$ cat src/rtl/pc_fetch.sv
// Instruction fetch stage: one outstanding imem request, registered delivery with a one-entry skid.
// Define JUMP_EN to add the J-type redirect (jump / jump_index ports).

module pc_fetch #(
  parameter logic [31:0] RESET_VECTOR = 32'h0000_0000
) (
  input  logic        clk,
  input  logic        rst_n,
  input  logic        stall,
  input  logic        branch_taken,
  input  logic [31:0] branch_target,
`ifdef JUMP_EN
  input  logic        jump,
  input  logic [25:0] jump_index,
`endif
  output logic        imem_req,
  output logic [31:0] imem_addr,
  input  logic        imem_ack,
  input  logic [31:0] imem_rdata,
  output logic [31:0] instr,
  output logic        instr_valid,
  output logic [31:0] pc,
  output logic [31:0] pc_increment
);

  typedef enum logic [1:0] {S_BOOT, S_FETCH, S_WAIT, S_FULL} state_e;

  state_e      state_q, state_d;
  logic [31:0] fetch_pc_q, fetch_pc_d;
  logic        kill_q, kill_d;
  logic        skid_vld_q, skid_vld_d;
  logic [31:0] skid_instr_q, skid_instr_d;
  logic [31:0] skid_pc_q, skid_pc_d;
  logic        req_q, req_d;
  logic [31:0] addr_q, addr_d;
  logic [31:0] instr_q, instr_d;
  logic        vld_q, vld_d;
  logic [31:0] pc_q, pc_d;
  logic [31:0] pcinc_q, pcinc_d;

  logic        redirect;
  logic [31:0] redir_raw;
  logic        out_free;

`ifdef JUMP_EN
  assign redirect  = branch_taken | jump;
  assign redir_raw = branch_taken ? branch_target : {pcinc_q[31:28], jump_index, 2'b00};
`else
  assign redirect  = branch_taken;
  assign redir_raw = branch_target;
`endif

  // output register can take a new word: empty, or being consumed this cycle
  assign out_free = !vld_q || !stall;

  always_ff @(posedge clk or negedge rst_n) begin
    if (!rst_n) state_q <= S_BOOT;
    else        state_q <= state_d;
  end

  always_comb begin
    state_d = state_q;
    if (redirect) begin
      // an in-flight request must still complete, so WAIT holds until its ack
      state_d = (state_q == S_WAIT && !imem_ack) ? S_WAIT : S_FETCH;
    end else begin
      case (state_q)
        S_BOOT:  state_d = S_FETCH;
        S_FETCH: if (!stall) state_d = S_WAIT;
        S_WAIT:  if (imem_ack) state_d = (kill_q || out_free) ? S_FETCH : S_FULL;
        S_FULL:  if (!stall) state_d = S_FETCH;
        default: state_d = S_BOOT;
      endcase
    end
  end

  always_comb begin
    fetch_pc_d   = fetch_pc_q;
    kill_d       = kill_q;
    skid_vld_d   = skid_vld_q;
    skid_instr_d = skid_instr_q;
    skid_pc_d    = skid_pc_q;
    req_d        = req_q;
    addr_d       = addr_q;
    instr_d      = instr_q;
    vld_d        = vld_q;
    pc_d         = pc_q;
    pcinc_d      = pcinc_q;
    if (vld_q && !stall) vld_d = 1'b0;
    if (redirect) begin
      fetch_pc_d = {redir_raw[31:2], 2'b00};
      vld_d      = 1'b0;
      skid_vld_d = 1'b0;
      if (state_q == S_WAIT) begin
        if (imem_ack) begin
          req_d  = 1'b0;
          kill_d = 1'b0;
        end else begin
          kill_d = 1'b1;
        end
      end
    end else begin
      case (state_q)
        S_FETCH: if (!stall) begin
          req_d  = 1'b1;
          addr_d = fetch_pc_q;
        end
        S_WAIT: if (imem_ack) begin
          req_d  = 1'b0;
          kill_d = 1'b0;
          if (!kill_q) begin
            fetch_pc_d = addr_q + 32'd4;
            if (out_free) begin
              instr_d = imem_rdata;
              pc_d    = addr_q;
              pcinc_d = addr_q + 32'd4;
              vld_d   = 1'b1;
            end else begin
              skid_instr_d = imem_rdata;
              skid_pc_d    = addr_q;
              skid_vld_d   = 1'b1;
            end
          end
        end
        S_FULL: if (!stall && skid_vld_q) begin
          instr_d    = skid_instr_q;
          pc_d       = skid_pc_q;
          pcinc_d    = skid_pc_q + 32'd4;
          vld_d      = 1'b1;
          skid_vld_d = 1'b0;
        end
        default: ;
      endcase
    end
  end

  always_ff @(posedge clk or negedge rst_n) begin
    if (!rst_n) begin
      fetch_pc_q   <= RESET_VECTOR;
      kill_q       <= 1'b0;
      skid_vld_q   <= 1'b0;
      skid_instr_q <= '0;
      skid_pc_q    <= '0;
      req_q        <= 1'b0;
      addr_q       <= '0;
      instr_q      <= '0;
      vld_q        <= 1'b0;
      pc_q         <= '0;
      pcinc_q      <= '0;
    end else begin
      fetch_pc_q   <= fetch_pc_d;
      kill_q       <= kill_d;
      skid_vld_q   <= skid_vld_d;
      skid_instr_q <= skid_instr_d;
      skid_pc_q    <= skid_pc_d;
      req_q        <= req_d;
      addr_q       <= addr_d;
      instr_q      <= instr_d;
      vld_q        <= vld_d;
      pc_q         <= pc_d;
      pcinc_q      <= pcinc_d;
    end
  end

  assign imem_req     = req_q;
  assign imem_addr    = addr_q;
  assign instr        = instr_q;
  assign instr_valid  = vld_q;
  assign pc           = pc_q;
  assign pc_increment = pcinc_q;

endmodule

$ cat config.mk
export PLATFORM = sky130hd
export DESIGN_NAME = pc_fetch
export DESIGN_NICKNAME = d
export VERILOG_FILES = /design/src/rtl/pc_fetch.sv
export SDC_FILE = /design/constraint.sdc
export NUM_CORES = 1
export LEC_CHECK = 0
export BUFFER_PORTS_ARGS = -buffer_cell sky130_fd_sc_hd__buf_4
export CAP_MARGIN = 20
export CORE_ASPECT_RATIO = 0.5
export CORE_MARGIN = 4
export CORE_UTILIZATION = 43
export CTS_BUF_LIST = sky130_fd_sc_hd__clkbuf_8 sky130_fd_sc_hd__clkbuf_16
export DETAILED_ROUTE_END_ITERATION = 7
export GPL_TIMING_DRIVEN = 0
export SYNTH_ARGS = -nofsm -noshare
export SYNTH_HDL_FRONTEND = slang
export SYNTH_SLANG_ARGS = --single-unit
$ cat constraint.sdc
create_clock -name clk -period 4.3 [get_ports clk]
set_input_delay 0.215 -clock clk [delete_from_list [all_inputs] [get_ports clk]]
set_output_delay 0.215 -clock clk [all_outputs]
set_load 0.01 [all_outputs]
; ---- Word level (Yosys, flattened, before mapping)
; Cells that the tools add are included.
[totals]
register_bits = 230
latchBits = 0
mem_bits_rw = 0
rom_bits = 0
memories = 0
[op_classes]
add_sub_neg = 2
n_mul = 0
n_div = 0
order_cmp = 0
n_eq_ne = 15
shifts = 0
muxes = 49
bitwise = 4
n_reduce_logical = 22
[op_table]
columns = op, n
row1 = $mux W32, 16
row2 = $pmux W32 S2, 3
row3 = $add A32 B3 Y32 const B, 2
row4 = $mux W1, 20
row5 = $ne A3 B3 Y1 const B, 6
row6 = $mux W2, 6
row7 = $reduce_and A3 Y1, 4
row8 = $ne A2 B2 Y1 const B, 5
row9 = $reduce_and A5 Y1, 2
row10 = $pmux W2 S4, 1
row11 = $reduce_bool A2 Y1, 4
row12 = $pmux W1 S2, 3
row13 = $reduce_and A6 Y1, 1
row14 = $eq A2 B2 Y1 const B, 2
row15 = $not A1 Y1, 4
row16 = $logic_and A1 B1 Y1, 3
row17 = $logic_not A1 Y1, 3
row18 = $reduce_bool A3 Y1, 1
row19 = $eq A2 B1 Y1 const B, 1
row20 = $logic_not A2 Y1, 1
row21 = $logic_or A1 B1 Y1, 2
row22 = $ne A2 B1 Y1 const B, 1
row23 = $reduce_and A2 Y1, 1

; ---- Depth between registers and ports, before layout
; Gate-level depths: netlist of run 1.
[depth]
ltp_word = 8
depth_mapped = 10

; ---- Worst setup path after synthesis of run 1
; Ideal clock, no wire load.
[synth_path]
path_type = register -> register
start = reg state_q[0]
end = reg skid_instr_q[29]
setup_ps = 125
t_arrival_ps = 2172
required_time_ps = 4175
path_slack_ps = 2003
stages_incl_launch_ff = 8
path_cell_list = dfrtp_1 > inv_1 > ha_1 > nand3_1 > nor3_1 > buf_2 > clkbuf_1 > mux2_2
[synth_between]
elab_chain_cells = 2
[synth_lines]
columns = element, line
row1 = start: declaration, 28  ; state_e state_q, state_d;
row2 = start signal: assignment, 58  ; else state_q <= state_d;
row3 = $eq A2 B2 Y1, 103  ; case (state_q)
row4 = $reduce_and A5 Y1 (no source line), --
row5 = end signal: assignment, 154  ; skid_instr_q <= skid_instr_d;
row6 = end: declaration, 32  ; logic [31:0] skid_instr_q, skid_instr_d;
; Every way passes these cells.
; A chain may end at the register's enable or synchronous reset.

; ---- Final worst setup path of run 1
; Same ends and word-level chain as after synthesis.

==> out/metrics.csv, run 1 <==
stage,metric,value,unit
worst_setup_path,slowest CP cell,clkbuf_1,
synthesis,syn_area_per_cell,10.64,um^2
cts,CTS tree,yes,
cts,count of buffers added by post-CTS timing repair for setup,0,
floorplanning,initial core utilization,44.51,%
timing,final count of negative-setup-slack endpoints,0,
floorplanning,number of rows in the core area,40,
timing,Max-Slew Margin vs Limit,25.62,%
cts,cts bufs inserted,21,
synthesis,"top cells by area, synth","dfrtp_1 (52%), mux2_2 (9.0%), mux2i_1 (7.4%), o21ai_0 (5.4%), nand2_1 (5.2%)",
worst_setup_path,peak fanout along the critical path,10,
synthesis,fraction of synthesis flops using an asynchronous set or reset pin,100.0,%
placed_design,placement-stage cell area,0.01284,mm^2
min_path,Worst Hold Class,input pin to register,
placed_design,routability congestion estimate from global placement,0.8752,
timing,minimum period implied by the final worst setup slack,3.002,ns
floorplanning,top-level port count,199,
synthesis,post-synthesis sequential element count,228,
worst_setup_path,type of destination of the critical path,register,
power,peak ir drop on the vdd network,0.2940,mV
synthesis,top_reg_cell synth,dfrtp_1,
worst_setup_path,startpoint type of the worst setup path,register,
flow_run,max_cap viols,0,
timing,maximum frequency from static timing analysis,333.1,MHz
global_routing,first-pass GRT wire length,52.03,mm
worst_setup_path,gate family responsible for the most delay along the worst path,buffers and inverters,
worst_setup_path,cells along the critical path,inv_1 -> ha_1 -> nand3_1 -> nor3_1 -> buf_4 -> buf_2 -> clkbuf_1 -> mux2_2,
cts,root buf cell,clkbuf_16,
placed_design,Port Buffers,196,
timing,period utilization,69.82,%
timing,slew at the pin with the worst max-slew slack,1.105,ns
routing,Highest Signal Layer,met4,
power,total power divided by cell area,579.2,mW/mm^2
power,overall power,0.008184,W
timing,setup_tns,0,ns
floorplanning,vertical die dimension,120.6,um
finish,fill cell instance count of the final layout,2133,
synthesis,Synth top area share,52.37,%
finish,final cell area excluding filler cells,0.01413,mm^2
routing,Routed wire per std cell,20.48,um
cts,post-CTS resize count,0,
timing,Worst Slack Setup Final,1.298,ns
finish,antenna cell count,0,
synthesis,register area share after synthesis,52.37,%
routing,number of vias per cell after detailed routing,5.483,
synthesis,Cell variety after synth,47,
cts,insertion delay of the later-clocked pin in the worst-skew pair,0.51,ns
routing,drc violations,0,
synthesis,number of standard cells after synthesis,1024,
floorplanning,total core area,0.02447,mm^2
routing,M1 wire length,16.27,mm
synthesis,number of warnings printed during yosys synthesis,0,
synthesis,"area fraction in and, or, nand and nor cells after synthesis",12.81,%
global_routing,vias in the first global route,8823,
cts,H-tree depth,1,
timing,Final Hold Vio Count,0,
global_routing,total grt overflow,0,
synthesis,cell taking the most area after synthesis,dfrtp_1,
power,Leak,6.359,nW
finish,area added between synthesis and finish,29.70,%
routing,DRC marker count from the first detailed-route iteration,1036,
global_routing,initial antenna violation count,0,
synthesis,area share of fa/ha/maj cells after synthesis,0.6891,%
routing,Final ANT Viol Nets,0,
global_routing,all-layer global routing usage,23.82,%
cts,maximum count of clock buffers along a single path,3,
synthesis,dominant combinational cell family by area after synthesis,multiplexers,
synthesis,"count leader, synth",dfrtp_1,
finish,fraction of layout instances using a drive strength above 1,25.93,%
floorplanning,area enclosed by the die boundary,0.02810,mm^2
cts,clock slew at the register clock pins of the worst setup and hold paths,0.07,ns
cts,number of clock sinks seen by CTS,228,
outcome,run status,completed,
placed_design,post-place setup slack,1.301,ns
timing,max-slew violation count,0,
worst_setup_path,Arrival @ worst endpoint,3.40,ns
worst_setup_path,longest individual stage delay on the worst path,0.46,ns
synthesis,most used standard cells in the synthesized netlist,"dfrtp_1 (228), nand2_1 (152), o21ai_0 (117), mux2_2 (87), mux2i_1 (80)",
routing,final wirelength,33.98,mm
timing,worst hold slack after final layout,0.05557,ns
routing,number of vias in the routed layout,9096,
synthesis,compound-cell area share of the yosys netlist,11.39,%
worst_setup_path,worst path bufs/invs,4,
synthesis,area of the mapped netlist,0.01089,mm^2
routing,routed wire length on met2,14.77,mm
global_routing,maximum number of pins on one net before global-route repair,120,
synthesis,XOR/XNOR share of the synthesized area,2.653,%
finish,number of nets at the end of the flow,1386,
timing,RSZ-0062 raised after global routing,false,
worst_setup_path,Worst Path Required,4.70,ns
synthesis,Post-synth EDFFs,0,
timing,setup clock skew after layout,0.01224,ns
routing,detailed-routing iteration count for the pre-antenna-repair pass,5,
synthesis,fraction of synthesized area in multiplexers,16.34,%
floorplanning,Die X,233.1,um
synthesis,number of nets in the synthesized netlist,1099,
routing,routed wl met3,2.367,mm
worst_setup_path,startpoint-to-endpoint class of the critical path,register to register,
placed_design,detailed placer's ending HPWL,24.93,mm
[timing repair]
| item | CTS | global route |
|---|---|---|
| hold buffers | 64 | 0 |
| hold endpoints to repair | 194 | 0 |
| endpoints found under the setup margin | 0 | 0 |
[layout make-up]
class / instances / area [um^2] / area share (%)
Sequential cell: 228 / 5705 / 40.38
Inverter: 16 / 60.06 / 0.4250
Multi-Input combinational cell: 708 / 4781 / 33.84
Timing Repair Buffer: 264 / 2163 / 15.31
Buffer: 72 / 347.8 / 2.462
Tap cell: 336 / 420.4 / 2.975
Clock buffer: 25 / 580.6 / 4.109
Clock inverter: 10 / 71.32 / 0.5047
[placed cells by master, fill, tap and decap left out, drive strengths merged, types with 2 or more instances in the layout]
| cell type | synthesis | routed |
|---|---|---|
| a211o | 3 | 3 |
| a211oi | 3 | 3 |
| a21o | 3 | 3 |
| a21oi | 24 | 24 |
| a31o | 4 | 4 |
| a31oi | 5 | 5 |
| and3 | 4 | 4 |
| and4 | 5 | 5 |
| buf | 19 | 219 |
| clkbuf | 53 | 78 |
| clkinv | 0 | 2 |
| dfrtp | 228 | 228 |
| dlygate4sd3 | 0 | 64 |
| ha | 6 | 6 |
| inv | 16 | 23 |
| mux2 | 87 | 87 |
| mux2i | 80 | 80 |
| nand2 | 152 | 152 |
| nand3 | 24 | 24 |
| nand4 | 12 | 12 |
| nor2 | 25 | 25 |
| nor2b | 3 | 3 |
| nor3 | 27 | 27 |
| nor3b | 8 | 8 |
| nor4 | 23 | 23 |
| o211ai | 15 | 15 |
| o21a | 3 | 3 |
| o21ai | 118 | 118 |
| o31a | 10 | 10 |
| o31ai | 18 | 18 |
| or4 | 6 | 6 |
| xnor2 | 19 | 19 |
| xor2 | 14 | 14 |
[where the power goes]
| part | total (W) | switching, W | internal, W |
|---|---|---|---|
| sequential | 0.00339 | 0.000655 | 0.00273 |
| combinational | 0.00297 | 0.00158 | 0.00139 |
| clock | 0.00183 | 0.000812 | 0.00102 |
| total | 0.00818 | 0.00305 | 0.00514 |
[stage by stage]
stage / util (%) / instances
floorplan: - / 1024
global placement: 52.24 / 1556
detailed placement: 52.45 / 1560
CTS: 57.74 / 1659
global route: 57.74 / 1659
finish: 57.74 / 1659
[registers in the layout, indices dropped and copies added, names as in the netlist]
name and cells:
state_q 2, pc 32, instr_valid 1, skid_pc_q 32, fetch_pc_q 32, imem_req 1, skid_instr_q 32, pc_increment 30
imem_addr 32, kill_q 1, skid_vld_q 1, instr 32
[logic make-up (layout without fill, tap and decap cells)]
group,Yosys count,after routing
compound gates,209,209
xor+xnor,33,33
fa+ha+maj,6,6
buf+inv,88,387
flops,228,228
mux,167,167
simple gates,293,293
[tightest hold or removal path, delay by kind of cell]
| family | cells | cell delay (ns) |
|---|---|---|
| AOI/OAI and AO/OA | 2 | 0.18 |
| buffers and inverters | 1 | 0.13 |
[path summary, 6_finish.rpt]
check,start,to,slack (ns),depth (start not counted)
min in group asynchronous,rst_n,imem_addr[5],0.33,2
setup / recovery,state_q[0],skid_instr_q[29],1.30,8
max in group asynchronous,rst_n,pc[11],2.83,3
hold reg to reg,instr[14],instr[14],0.48,2
hold / removal,stall,skid_vld_q,0.06,3
setup reg to reg,state_q[0],skid_instr_q[29],1.30,8
[per-layer routing]
layer | track usage [%] | vias up
met2 | 35.70 | 307
met1 | 36.55 | 4522
met5 | 0 | -
li1 | - | 4226
met3 | 4.426 | 41
met4 | 3.878 | 0
(Power assumes the default switching activity.)
==> run 2: changes to the inputs <==
Settings changed: PLACE_DENSITY set to 0.67.
Clock period 4.3 ns to 2.7 ns, I/O delays scaled along.
==> run 2 against run 1 <==
Sequential cell count did not move; combinational power rose by 58%; clock power rose by 83%; critical path depth fell by 1; highest routed layer unchanged; maximum frequency rose by 17%; cell area rose by 1.6%; die area did not move; largest power group unchanged.
==> out/metrics.csv, run 2 (same netlist as run 1, synthesis figures left out) <==
stage,metric,value,unit,change
timing,Worst Slack Setup Final,0.1295,ns,was 1.298 ns
routing,drc violations,0,,unchanged
finish,final cell area excluding filler cells,0.01436,mm^2,was 0.01413 mm^2
global_routing,all-layer global routing usage,23.79,%,was 23.82%
routing,number of vias per cell after detailed routing,5.457,,was 5.483
global_routing,total grt overflow,0,,unchanged
finish,fill cell instance count of the final layout,2062,,was 2133
cts,cts bufs inserted,22,,was 21
floorplanning,top-level port count,199,,unchanged
worst_setup_path,peak fanout along the critical path,7,,was 10
worst_setup_path,Arrival @ worst endpoint,3.02,ns,was 3.40 ns
power,total power divided by cell area,936.9,mW/mm^2,was 579.2 mW/mm^2
finish,area added between synthesis and finish,31.77,%,was 29.70%
outcome,run status,completed,,unchanged
timing,max-slew violation count,0,,unchanged
floorplanning,initial core utilization,44.51,%,unchanged
timing,Max-Slew Margin vs Limit,34.37,%,was 25.62%
finish,sequential standard cell area,0.005709,mm^2,was 0.005705 mm^2
placed_design,routability congestion estimate from global placement,0.8796,,was 0.8752
cts,count of buffers added by post-CTS timing repair for setup,0,,unchanged
floorplanning,total core area,0.02447,mm^2,unchanged
placed_design,number of cells after detailed placement,1561,,was 1560
timing,maximum frequency from static timing analysis,389.0,MHz,was 333.1 MHz
timing,slew at the pin with the worst max-slew slack,0.9755,ns,was 1.105 ns
routing,Routed wire per std cell,20.12,um,was 20.48 um
timing,Final Hold Vio Count,0,,unchanged
cts,H-tree depth,1,,unchanged
finish,"most common cell after layout, fill and taps aside",dfrtp_1,,unchanged
finish,"count of placed standard cells in the final layout, fillers left out",1666,,was 1659
placed_design,detailed placer's ending HPWL,24.65,mm,was 24.93 mm
global_routing,initial antenna violation count,0,,unchanged
placed_design,Port Buffers,196,,unchanged
finish,number of nets at the end of the flow,1389,,was 1386
global_routing,first-pass GRT wire length,52.38,mm,was 52.03 mm
cts,maximum count of clock buffers along a single path,3,,unchanged
flow_run,max_cap viols,0,,unchanged
timing,setup clock skew after layout,0.03301,ns,was 0.01224 ns
placed_design,post-place setup slack,-0.6858,ns,was 1.301 ns
cts,root buf cell,clkbuf_16,,unchanged
cts,CTS tree,yes,,unchanged
routing,detailed-routing iteration count for the pre-antenna-repair pass,5,,unchanged
finish,"commonest non-fill, non-tap cells in the layout","dfrtp_1 (225), buf_4 (198), nand2_1 (152), o21ai_0 (117), mux2_2 (87)",,"was dfrtp_1 (228), buf_4 (198), nand2_1 (152), o21ai_0 (117), mux2_2 (87)"
cts,insertion delay of the later-clocked pin in the worst-skew pair,0.53,ns,was 0.51 ns
worst_setup_path,startpoint type of the worst setup path,register,,unchanged
worst_setup_path,capture point of the worst reg-to-reg path,pc_increment[28],,was skid_instr_q[29]
floorplanning,vertical die dimension,120.6,um,unchanged
timing,final count of negative-setup-slack endpoints,0,,unchanged
routing,final wirelength,33.52,mm,was 33.98 mm
timing,minimum period implied by the final worst setup slack,2.570,ns,was 3.002 ns
worst_setup_path,minimum setup slack among reg-to-reg paths,0.13,ns,was 1.30 ns
worst_setup_path,cell count of the worst reg-to-reg path,7,,was 8
floorplanning,number of rows in the core area,40,,unchanged
global_routing,maximum number of pins on one net before global-route repair,87,,was 120
worst_setup_path,startpoint of the most critical setup path,skid_pc_q[3],,was state_q[0]
worst_setup_path,Worst Path Required,3.14,ns,was 4.70 ns
finish,fraction of layout instances using a drive strength above 1,27.82,%,was 25.93%
worst_setup_path,startpoint-to-endpoint class of the critical path,register to register,,unchanged
placed_design,placement-stage cell area,0.01287,mm^2,was 0.01284 mm^2
worst_setup_path,source of the worst register-to-register timing path,skid_pc_q[3],,was state_q[0]
finish,area occupied by multi-input gates,0.004810,mm^2,was 0.004781 mm^2
power,Leak,6.467,nW,was 6.359 nW
floorplanning,Die X,233.1,um,unchanged
min_path,Worst Hold Class,input pin to asynchronous set/reset pin,,was input pin to register
finish,antenna cell count,0,,unchanged
power,peak ir drop on the vdd network,0.4459,mV,was 0.2940 mV
routing,DRC marker count from the first detailed-route iteration,794,,was 1036
worst_setup_path,worst setup path endpoint,pc_increment[28],,was skid_instr_q[29]
timing,RSZ-0062 raised after global routing,false,,unchanged
routing,Final ANT Viol Nets,0,,unchanged
floorplanning,area enclosed by the die boundary,0.02810,mm^2,unchanged
cts,clock slew at the register clock pins of the worst setup and hold paths,0.06,ns,was 0.07 ns
routing,number of vias in the routed layout,9091,,was 9096
global_routing,vias in the first global route,9069,,was 8823
power,overall power,0.01345,W,was 0.008184 W
timing,setup_tns,0,ns,unchanged
cts,number of clock sinks seen by CTS,228,,unchanged
worst_setup_path,type of destination of the critical path,register,,unchanged
timing,period utilization,95.20,%,was 69.82%
[run 2: changes by cell type in the layout (fill, tap and decap cells not counted), moves of 2 or more]
cell,delta
clkbuf_1,-10
clkbuf_2,+10
clkbuf_8,+5
dfrtp_1,-3
dfrtp_2,+3
inv_1,-3
clkbuf_16,+2
[run 2: worst min-delay path by stage]
stage                               end  depth (start not counted)
after floorplan           fetch_pc_q[0]                          0
after global placement    fetch_pc_q[8]                          3
after detailed placement          pc[3]                          1
after CTS                         pc[3]                          2
after global routing              pc[3]                          2
final                             pc[3]                          2
[run 2: what timing repair did]
item | in CTS | in global routing
hold buffers | 65 | 0
gates resized for setup | 12 | 12
pin swaps | 0 | 0
setup endpoints to repair | 98 | 76
hold endpoints to repair | 157 | 0
[run 2: final cells by class]
type / instances / area share [%]
Buffer: 72 / 2.545
Clock buffer: 32 / 4.872
Clock inverter: 8 / 0.6014
Inverter: 16 / 0.4184
Multi-Input combinational cell: 708 / 33.50
Sequential cell: 228 / 39.77
Tap cell: 336 / 2.929
Timing Repair Buffer: 266 / 15.36
[run 2: power by group]
group	total, W	internal (W)	switching [W]
sequential	0.00542	0.00436	0.00106
clock	0.00334	0.00198	0.00136
combinational	0.00469	0.00223	0.00247
[run 2: routing by layer]
| metal | GRT usage (%) | routed length, um | vias to the layer above |
|---|---|---|---|
| li1 | - | - | 4253 |
| met1 | 33.96 | 15210 | 4526 |
| met2 | 37.38 | 15420 | 266 |
| met3 | 5.485 | 2300 | 46 |
| met4 | 4.922 | 588 | 0 |
| met5 | 0 | 0 | - |
[run 2: per-stage QoR]
| step | hold slack, ns | util [%] |
|---|---|---|
| 2_1_floorplan | -0.1606 | - |
| 3_3_place_gp | 0.3458 | 52.24 |
| 3_5_place_dp | 0.09964 | 52.59 |
| 4_1_cts | 0.1370 | 58.57 |
| 5_1_grt | 0.1671 | 58.66 |
| 6_report | 0.1193 | 58.66 |
[run 2: critical path, cell delays in order (launching register included)]
cell and delay (ns):
dfrtp_2 0.46, ha_1 0.24, nand3_1 0.18, or4_1 0.56, buf_2 0.19, or4_1 0.41, a211o_1 0.35, o211ai_1 0.09
==> run 3: changes to the inputs <==
--- a/config.mk
+++ b/config.mk
@@ -14,4 +14,5 @@
 export DETAILED_ROUTE_END_ITERATION = 7
 export GPL_TIMING_DRIVEN = 0
+export HOLD_SLACK_MARGIN = 0.15
 export PLACE_DENSITY = 0.67
 export SYNTH_ARGS = -nofsm -noshare
==> constraint.sdc (replaced) <==
create_clock -name clk -period 2.7 [get_ports clk]
set_input_delay 0.135 -clock clk [delete_from_list [all_inputs] [get_ports clk]]
set_output_delay 0.135 -clock clk [all_outputs]
set_load 0.05 [all_outputs]
==> run 3 against run 2 <==
Worst setup slack got worse by 0.0075 ns; sequential share of layout area is 0.083 points lower; cell count increased by 0.12%; critical path type unchanged; highest routed layer unchanged.
==> out/metrics.csv, run 3 (same netlist as run 1, synthesis figures left out) <==
stage,metric,value,unit,change
timing,slew at the pin with the worst max-slew slack,0.9809,ns,was 0.9755 ns
placed_design,Port Buffers,196,,unchanged
floorplanning,area enclosed by the die boundary,0.02810,mm^2,unchanged
timing,period utilization,95.48,%,was 95.20%
floorplanning,vertical die dimension,120.6,um,unchanged
timing,maximum frequency from static timing analysis,387.9,MHz,was 389.0 MHz
cts,maximum count of clock buffers along a single path,3,,unchanged
min_path,Worst Hold Class,input pin to register,,was input pin to asynchronous set/reset pin
worst_setup_path,type of destination of the critical path,register,,unchanged
worst_setup_path,peak fanout along the critical path,8,,was 7
routing,drc violations,0,,unchanged
timing,minimum period implied by the final worst setup slack,2.578,ns,was 2.570 ns
floorplanning,total core area,0.02447,mm^2,unchanged
worst_setup_path,startpoint of the most critical setup path,imem_addr[3],,was skid_pc_q[3]
power,switching fraction of total power,46.55,%,was 36.32%
global_routing,all-layer global routing usage,23.97,%,was 23.79%
timing,Max-Slew Margin vs Limit,34.01,%,was 34.37%
power,combinational group share of total power,45.7,%,was 34.9%
floorplanning,top-level port count,199,,unchanged
worst_setup_path,source of the worst register-to-register timing path,imem_addr[3],,was skid_pc_q[3]
cts,clock slew at the register clock pins of the worst setup and hold paths,0.07,ns,was 0.06 ns
global_routing,total grt overflow,0,,unchanged
global_routing,first-pass GRT wire length,52.65,mm,was 52.38 mm
floorplanning,initial core utilization,44.51,%,unchanged
placed_design,routability congestion estimate from global placement,0.8796,,unchanged
power,share of total power in sequential cells,33.5,%,was 40.3%
worst_setup_path,startpoint type of the worst setup path,register,,unchanged
min_path,Worst Hold Launch,branch_taken,,
finish,antenna cell count,0,,unchanged
worst_setup_path,Arrival @ worst endpoint,2.97,ns,was 3.02 ns
cts,insertion delay of the later-clocked pin in the worst-skew pair,0.53,ns,about the same
power,internal power,0.008630,W,was 0.008565 W
outcome,run status,completed,,unchanged
flow_run,max_cap viols,0,,unchanged
global_routing,initial antenna violation count,0,,unchanged
cts,count of buffers added by post-CTS timing repair for setup,0,,unchanged
worst_setup_path,startpoint-to-endpoint class of the critical path,register to register,,unchanged
routing,number of vias in the routed layout,9155,,was 9091
routing,Routed wire per std cell,20.25,um,was 20.12 um
global_routing,maximum number of pins on one net before global-route repair,87,,unchanged
cts,H-tree depth,1,,unchanged
routing,detailed-routing iteration count for the pre-antenna-repair pass,5,,unchanged
routing,Final ANT Viol Nets,0,,unchanged
routing,final wirelength,33.78,mm,was 33.52 mm
global_routing,vias in the first global route,9086,,was 9069
finish,"commonest non-fill, non-tap cells in the layout","dfrtp_1 (225), buf_4 (198), nand2_1 (152), o21ai_0 (117), mux2_2 (87)",,unchanged
finish,fraction of layout instances using a drive strength above 1,27.85,%,was 27.82%
cts,cts bufs inserted,22,,unchanged
finish,"most common cell after layout, fill and taps aside",dfrtp_1,,unchanged
routing,DRC marker count from the first detailed-route iteration,775,,was 794
power,total power divided by cell area,1122,mW/mm^2,was 936.9 mW/mm^2
finish,area added between synthesis and finish,32.04,%,was 31.77%
cts,CTS tree,yes,,unchanged
timing,RSZ-0062 raised after global routing,false,,unchanged
cts,root buf cell,clkbuf_16,,unchanged
cts,number of clock sinks seen by CTS,228,,unchanged
timing,setup clock skew after layout,0.03329,ns,was 0.03301 ns
worst_setup_path,Worst Path Required,3.09,ns,was 3.14 ns
power,overall power,0.01615,W,was 0.01345 W
timing,worst hold slack after final layout,0.2759,ns,was 0.1193 ns
timing,max-slew violation count,0,,unchanged
finish,number of nets at the end of the flow,1391,,was 1389
floorplanning,number of rows in the core area,40,,unchanged
power,proportion of power drawn by the clock network,20.7,%,was 24.8%
routing,number of vias per cell after detailed routing,5.489,,was 5.457
power,switching power summed over all nets,0.007515,W,was 0.004885 W
timing,final count of negative-setup-slack endpoints,0,,unchanged
floorplanning,Die X,233.1,um,unchanged
power,peak ir drop on the vdd network,0.6226,mV,was 0.4459 mV
power,Leak,6.481,nW,was 6.467 nW
timing,Final Hold Vio Count,0,,unchanged
placed_design,detailed placer's ending HPWL,24.65,mm,unchanged
## run 3: cell types whose count changed in the layout (fill, tap and decap cells not counted)
cell	change
buf_12	+1
dlygate4sd3_1	+1
## run 3: per-layer routing
metal | global-route usage [%] | wire [um] | vias to the layer above
li1 | - | - | 4261
met1 | 34.32 | 15210 | 4540
met2 | 37.60 | 15530 | 307
met3 | 5.485 | 2402 | 47
met4 | 4.884 | 636 | 0
met5 | 0 | 0 | -
## run 3: power groups by stage
stage,Sequential (W),Clock (W),Combinational [W]
floorplan,0.00806,0,0.00196
global placement,0.00540,0,0.00717
detailed placement,0.00546,0,0.00728
CTS,0.00539,0.00338,0.00738
global route,0.00553,0.00354,0.00779
finish,0.00542,0.00334,0.00739
## run 3: worst paths after layout
kind | to | slack (ns) | depth (start not counted)
max | fetch_pc_q[22] | 0.12 | 7
min | state_q[0] | 0.28 | 4
max reg2reg | fetch_pc_q[22] | 0.12 | 7
min reg2reg | instr[11] | 0.48 | 2
max in group asynchronous | instr[8] | 0.91 | 5
min in group asynchronous | imem_addr[9] | 0.63 | 3
## run 3: layout make-up
class	count	area (um^2)
buffer	72	365.4
timing repair buffer	268	2235
clock inverter	8	86.33
sequential	228	5709
clock buffer	32	699.4
fill	2059	10090
multi-input combinational	708	4810
tap	336	420.4
inverter	16	60.06
## run 3: what timing repair did
item | CTS | global route
setup endpoints to repair | 98 | 76
hold buffers | 67 | 0
gates resized for setup | 12 | 12
hold endpoints to repair | 245 | 0
## run 3: per-stage QoR
step / instance area [um^2] / util (%) / setup TNS [ns] / worst slack (ns) / cells
after global placement: 12790 / 52.24 / -82.95 / -1.087 / 1556
final: 14390 / 58.78 / 0 / 0.1220 / 1668
after detailed placement: 12870 / 52.59 / -21.10 / -0.6858 / 1561
after CTS: 14370 / 58.70 / 0 / 0.01421 / 1668
after global routing: 14390 / 58.78 / 0 / 0.0006601 / 1668
after floorplan: 10890 / - / 0 / 0.2666 / 1024
## run 3: critical path, cell delays in order, from the launching register on
cell and delay, ns:
dfrtp_1 0.47, ha_1 0.25, nand4_1 0.28, or3_1 0.40
clkbuf_1 0.21, o31a_1 0.36, nor3_1 0.35, o31ai_1 0.12
